$ cat src/rtl/hash_tte_lookup.sv
// TTE lookup stage: folds the MAC pair into a 12-bit bucket address and runs one
// request/response exchange with the bucket. The exchange is bounded by a timeout,
// and multicast destinations skip the bucket entirely.
module hash_tte_lookup #(
    parameter logic [12:0] TIMEOUT      = 13'd8000,
    parameter logic [15:0] MISS_PORTMAP = 16'h0000
) (
    input  logic        clk,
    input  logic        rstn,
    input  logic        hdr_valid,
    input  logic [47:0] hdr_dmac,
    input  logic [47:0] hdr_smac,
    output logic        hdr_ready,
    output logic        se_req,
    output logic [11:0] se_hash,
    output logic [47:0] se_dmac,
    output logic [47:0] se_smac,
    input  logic        se_ack,
    input  logic        se_nak,
    input  logic [15:0] se_result,
    output logic        res_valid,
    input  logic        res_ready,
    output logic        res_hit,
    output logic        res_timeout,
    output logic [15:0] res_portmap
);

    typedef enum logic [1:0] {
        IDLE = 2'd0,
        HASH = 2'd1,
        REQ  = 2'd2,
        RESP = 2'd3
    } state_t;

    state_t      state_reg;
    logic        hdr_ready_reg;
    logic        se_req_reg;
    logic [11:0] se_hash_reg;
    logic [47:0] se_dmac_reg;
    logic [47:0] se_smac_reg;
    logic        res_valid_reg;
    logic        res_hit_reg;
    logic        res_timeout_reg;
    logic [15:0] res_portmap_reg;
    logic [12:0] wait_cnt_reg;

    // Per-slice XOR of the two keys; the four slices are then folded together.
    logic [47:0] slice_xor;
    logic [11:0] hash_next;

    genvar gi;
    generate
        for (gi = 0; gi < 4; gi++) begin : g_slice
            assign slice_xor[12*gi +: 12] = se_dmac_reg[12*gi +: 12] ^ se_smac_reg[12*gi +: 12];
        end
    endgenerate

    assign hash_next = slice_xor[11:0] ^ slice_xor[23:12] ^ slice_xor[35:24] ^ slice_xor[47:36];

    always_ff @(posedge clk or negedge rstn) begin
        if (!rstn) begin
            state_reg       <= IDLE;
            hdr_ready_reg   <= 1'b0;
            se_req_reg      <= 1'b0;
            se_hash_reg     <= 12'h000;
            se_dmac_reg     <= 48'h0;
            se_smac_reg     <= 48'h0;
            res_valid_reg   <= 1'b0;
            res_hit_reg     <= 1'b0;
            res_timeout_reg <= 1'b0;
            res_portmap_reg <= 16'h0000;
            wait_cnt_reg    <= 13'd0;
        end else begin
            case (state_reg)
                IDLE: begin
                    if (hdr_valid && hdr_ready_reg) begin
                        hdr_ready_reg <= 1'b0;
                        se_dmac_reg   <= hdr_dmac;
                        se_smac_reg   <= hdr_smac;
                        state_reg     <= HASH;
                    end else begin
                        hdr_ready_reg <= 1'b1;
                    end
                end

                HASH: begin
                    se_hash_reg <= hash_next;
                    // Group bit set: never forwarded to the bucket.
                    if (se_dmac_reg[40]) begin
                        res_valid_reg   <= 1'b1;
                        res_hit_reg     <= 1'b0;
                        res_timeout_reg <= 1'b0;
                        res_portmap_reg <= MISS_PORTMAP;
                        state_reg       <= RESP;
                    end else begin
                        se_req_reg   <= 1'b1;
                        wait_cnt_reg <= 13'd0;
                        state_reg    <= REQ;
                    end
                end

                REQ: begin
                    if (se_ack) begin
                        se_req_reg      <= 1'b0;
                        res_valid_reg   <= 1'b1;
                        res_hit_reg     <= 1'b1;
                        res_timeout_reg <= 1'b0;
                        res_portmap_reg <= se_result;
                        state_reg       <= RESP;
                    end else if (se_nak) begin
                        se_req_reg      <= 1'b0;
                        res_valid_reg   <= 1'b1;
                        res_hit_reg     <= 1'b0;
                        res_timeout_reg <= 1'b0;
                        res_portmap_reg <= MISS_PORTMAP;
                        state_reg       <= RESP;
                    end else if (wait_cnt_reg == TIMEOUT - 13'd1) begin
                        // This is the last REQ cycle, so the request is held for exactly TIMEOUT cycles.
                        se_req_reg      <= 1'b0;
                        res_valid_reg   <= 1'b1;
                        res_hit_reg     <= 1'b0;
                        res_timeout_reg <= 1'b1;
                        res_portmap_reg <= MISS_PORTMAP;
                        state_reg       <= RESP;
                    end else begin
                        wait_cnt_reg <= wait_cnt_reg + 13'd1;
                    end
                end

                RESP: begin
                    if (res_ready) begin
                        res_valid_reg <= 1'b0;
                        hdr_ready_reg <= 1'b1;
                        state_reg     <= IDLE;
                    end
                end

                default: begin
                    state_reg <= IDLE;
                end
            endcase
        end
    end

    assign hdr_ready   = hdr_ready_reg;
    assign se_req      = se_req_reg;
    assign se_hash     = se_hash_reg;
    assign se_dmac     = se_dmac_reg;
    assign se_smac     = se_smac_reg;
    assign res_valid   = res_valid_reg;
    assign res_hit     = res_hit_reg;
    assign res_timeout = res_timeout_reg;
    assign res_portmap = res_portmap_reg;

endmodule

$ cat config.mk
export PLATFORM = sky130hd
export DESIGN_NAME = hash_tte_lookup
export DESIGN_NICKNAME = d
export VERILOG_FILES = /design/src/rtl/hash_tte_lookup.sv
export SDC_FILE = /design/constraint.sdc
export NUM_CORES = 1
export LEC_CHECK = 0
export ABC_AREA = 1
export BUFFER_PORTS_ARGS = -buffer_cell sky130_fd_sc_hd__buf_2
export CAP_MARGIN = 20
export CORE_ASPECT_RATIO = 2
export CORE_MARGIN = 2
export CORE_UTILIZATION = 55
export CTS_CLUSTER_DIAMETER = 50
export CTS_CLUSTER_SIZE = 14
export DETAILED_ROUTE_END_ITERATION = 7
export PLACE_DENSITY = 0.95
export SYNTH_ARGS = -nofsm -noshare
export SYNTH_HDL_FRONTEND = slang
export SYNTH_SLANG_ARGS = --single-unit
$ cat constraint.sdc
create_clock -name clk -period 3.9 [get_ports clk]
set_input_delay 0 -clock clk [delete_from_list [all_inputs] [get_ports clk]]
set_output_delay 0 -clock clk [all_outputs]
set_load 0.03 [all_outputs]
# Word-level counts from Yosys, hierarchy flattened
# Index checks and enable logic that the tools add are counted.
word_totals:
  ff_bits: 144
  in_bits: 118
  out_inout_bits: 129
op_classes:
  n_addsub: 1
  n_eq_ne: 12
  muxes: 37
  bitwise: 7
  reduce_logical: 12
ops:
  columns: ["op", "count"]
  rows:
  - ["$xor 12x12->12", 7]
  - ["$mux 16", 4]
  - ["$mux 13", 4]
  - ["$pmux 16 s2", 1]
  - ["$pmux 13 s2", 1]
  - ["$mux 1", 16]
  - ["$ne 2x2->1 const B", 7]
  - ["$add 13x1->13 const B", 1]
  - ["$eq 13x13->1 const B", 1]
  - ["$mux 2", 5]
  - ["$reduce_and 3->1", 3]
  - ["$pmux 1 s2", 4]
  - ["$pmux 2 s4", 1]
  - ["$reduce_and 5->1", 1]
  - ["$eq 2x2->1 const B", 2]
  - ["$ne 4x4->1 const B", 1]
  - ["$reduce_and 2->1", 2]
  - ["$reduce_and 4->1", 1]
  - ["$reduce_bool 2->1", 2]
  - ["$pmux 1 s3", 1]
  - ["$reduce_bool 3->1", 1]
  - ["$eq 2x1->1 const B", 1]
  - ["$logic_not 2->1", 1]
  - ["$logic_and 1x1->1", 1]

# Longest topological paths before layout
depth:
  word_depth: 5
  depth_mapped: 10
  depth_no_buf: 9

# Least setup slack after synthesis
# Ideal clock, no wire load.
synth_path:
  path_type: "reg-to-reg"
  from: "register state_reg[0]"
  to: "register se_smac_reg[10] (netlist: se_smac[10])"
  setup_ps: 125
  arrival_ps: 1503
  t_required_ps: 3775
  setup_slack_ps: 2273
  stages_incl_launch_ff: 7
  cell_sequence: "dfrtp_1 inv_1 ha_1 nand3_2 buf_2 buf_6 mux2_2"
synth_between:
  elab_chain_len: 2
synth_rtl:
  columns: ["item", "line", "rtl"]
  rows:
  - ["start: declaration", "35", "state_t state_reg;"]
  - ["start signal: assignment", "62", "state_reg <= IDLE;"]
  - ["start signal: assignment", "80", "state_reg <= HASH;"]
  - ["start signal: assignment", "94", "state_reg <= RESP;"]
  - ["$logic_not 2->1", "74", "case (state_reg)"]
  - ["$reduce_and 2->1 (no source line)", null, null]
  - ["end signal: assignment", "79", "se_smac_reg <= hdr_smac;"]
  - ["end: declaration", "40", "logic [47:0] se_smac_reg;"]
# No other way between the ends.
# A chain may end at the register's enable or synchronous reset.

# Final worst setup path
layout_path:
  from: "register state_reg[0]"
  to: "register wait_cnt_reg[2]"
layout_between:
  elab_chain_len: 3
layout_rtl:
  columns: ["item", "line", "rtl"]
  rows:
  - ["$eq 2x2->1 / $eq 2x1->1 (equally long branches)", "74", null]
  - ["$ne 2x2->1 (no source line) / $reduce_bool 2->1 (equally long branches)", null, null]
  - ["$reduce_and 5->1 (no source line)", null, null]
  - ["end signal: assignment", "126", "wait_cnt_reg <= wait_cnt_reg + 13'd1;"]
  - ["end: declaration", "45", "logic [12:0] wait_cnt_reg;"]
# Several ways; a longest one is shown, not always the timed one.

==> qor.yml <==
run_status:
  outcome: "finished, final reports clean"
worst_setup_path:
  start_kind: "flop"
  crit_type: "flop to flop"
  cp_max_fo: 20
  ff2ff_path_depth: 6
  crit_required_ns: 4.19
  arrival_ns: 2.88
  critPathCaptureType: "flop"
logic_synthesis:
  ys_seq_area_frac: 0.4992
  avgSynthCellArea_sq_um: 9.676
  synth_area_leaders: "dfrtp_1 50%, mux2_2 15%, nand2_1 13%"
  yosys_warnings: 0
  ys_types: 33
  yosysTopAreaCell: "dfrtp_1"
  ys_ff_latch: 144
  yosysTopAreaCellShare: 0.4992
  syn_area_sq_um: 7218
  synthesis.nets: 870
  synthCells: 746
layout:
  fin_util: 0.8031
  mostFrequentLayoutCells: "245 x buf_2, 241 x nand2_1, 144 x dfrtp_1, 116 x dlygate4sd3_1, 95 x mux2_2"
  drive_gt1_frac: 0.3532
  num_antenna_cells: 0
  nets: 1237
  area_delta_synth_final_pct: 43.73
  nFillCells: 703
  final_common_cell: "buf_2"
routing:
  drc: 0
  wl_per_cell_um: 17.97
  met1_length_um: 7557
  wl_met2_um: 12350
  ant_nets: 0
  wirelength_um: 22930
  vias: 6849
  drtPass1Iterations: 5
  via_per_inst: 5.368
  dr_wl_met3_um: 1368
  first_iter_violations: 316
  top_layer_used: "met4"
clocking:
  h-tree-depth: 4
  cts_sinks: 144
  cts_tree: "done"
  worstSkewPairLatency_ns: 0.41
  clkTransAtPathRegs_ns: 0.06
  cts_resized: 0
  cts_buffers: 17
  post-cts-setup-buffers: 0
  cts_buffer_depth: 2
  hold_buffers: 116
  cts_root_buf: "clkbuf_16"
timing:
  finalCriticalPeriod_ns: 2.588
  hold_viol: 0
  tightest_slew_ns: 0.6977
  final_max_slew_viol_count: 0
  tns_ns: 0
  fin_skew_ns: 0.008610
  fin_crit_sh: 0.6636
  setup_viol: 0
  max-slew-margin-rel: 0.5335
  rsz0062_at_grt: "false"
  fmax_mhz: 386.4
  worst_slack_ns: 1.312
power:
  power.leakage_nw: 5.393
  p_per_area_nw_per_um2: 1010
  vdd_drop_max_mv: 0.7169
  finalPower_mw: 10.48
hold_path:
  hold_class: "primary input to flop"
  whs_path_depth: 5
global_route:
  grt_util_all_layers: 0.3258
  grt_overflow_total: 0
  grt_pass1_wl_um: 36020
  grt_max_degree: 74
  antenna_found_initial: 0
  grt_pass1_vias: 7385
floorplan:
  die_h_um: 166.0
  die-width_um: 85.01
  initial_core_util: 0.5587
  core_area_sq_um: 12920
  rows: 59
  die_area_sq_um: 14110
  num_io_pins: 247
run:
  max_cap_viol_count: 0
place:
  place_hpwl_um: 13710
  globalplace.congestion: 0.8876
  dp_slack_ns: 1.527
  portBuffers: 246
-- where the power goes --
part	internal (mW)	switching, mW
clock network	1.14	0.634
logic	2.03	3.78
registers	2.19	0.708
-- worst max-delay path, stage by stage, from the launching register on --
cell and delay (ns):
dfrtp_1 0.41, inv_1 0.16, ha_1 0.50, o21ai_0 0.25, nor2_1 0.17, nand3_1 0.52
o21ai_0 0.46
-- cell usage after synthesis, drive strengths merged --
| library cell | count |
|---|---|
| dfrtp | 144 |
| clkbuf | 2 |
| mux2 | 95 |
| xnor2 | 39 |
| buf | 16 |
| inv | 75 |
| o21ai | 35 |
| ha | 6 |
| a211oi | 1 |
| nand3 | 36 |
| a21oi | 3 |
| o211ai | 2 |
| xor2 | 19 |
| nand4 | 3 |
| nor2 | 17 |
| o21bai | 2 |
| a21o | 2 |
| or2 | 2 |
| nand2 | 245 |
| nor3 | 2 |
-- through the flow --
stage | area [sq um] | hold WS, ns | std cells
floorplan | 7218 | -0.2956 | 746
global placement | 8576 | 0.05214 | 1130
detailed placement | 8576 | 0.06118 | 1130
CTS | 10380 | 0.02893 | 1276
global route | 10380 | 0.09901 | 1276
finish | 10380 | 0.07968 | 1276
-- final cells by class --
class,count,area (sq um),share of cell area
Timing Repair Buffer,366,2441,0.2353
Sequential cell,144,3603,0.3473
Inverter,75,281.5,0.02713
Clock inverter,12,209.0,0.02014
Clock buffer,18,429.2,0.04137
Tap cell,152,190.2,0.01833
Multi-Input combinational cell,509,3221,0.3104
-- logic make-up (layout without fill, tap and decap cells) --
group                      Yosys count  count (layout)  synth area share
and+or+nand+nor                    305             305            0.1763
DFF                                144             144            0.4992
muxes                               95              95            0.1482
buffers and inverters               93             471           0.05564
xor gates and xnor gates            58              58           0.07038
AOI/OAI and AO/OA                   45              45           0.03987
adders and majority gates            6               6           0.01040
-- per-layer routing --
metal  track usage  up-vias
met4        0.2174        0
met5             0        -
li1              -     3109
met2        0.5836      361
met3       0.06710      118
met1        0.3286     3261
-- worst paths after layout --
check                           slack, ns    startpoint         endpoint
min in group asynchronous            0.18          rstn  res_portmap[10]
worst min register to register       0.48    se_hash[0]       se_hash[0]
worst min-delay path                 0.08        se_nak      res_timeout
worst max-delay path                 1.31  state_reg[0]  wait_cnt_reg[2]
worst max register to register       1.31  state_reg[0]  wait_cnt_reg[2]
max in group asynchronous            2.67          rstn      se_smac[45]
No activity file was read; power rests on OpenSTA's default activity.
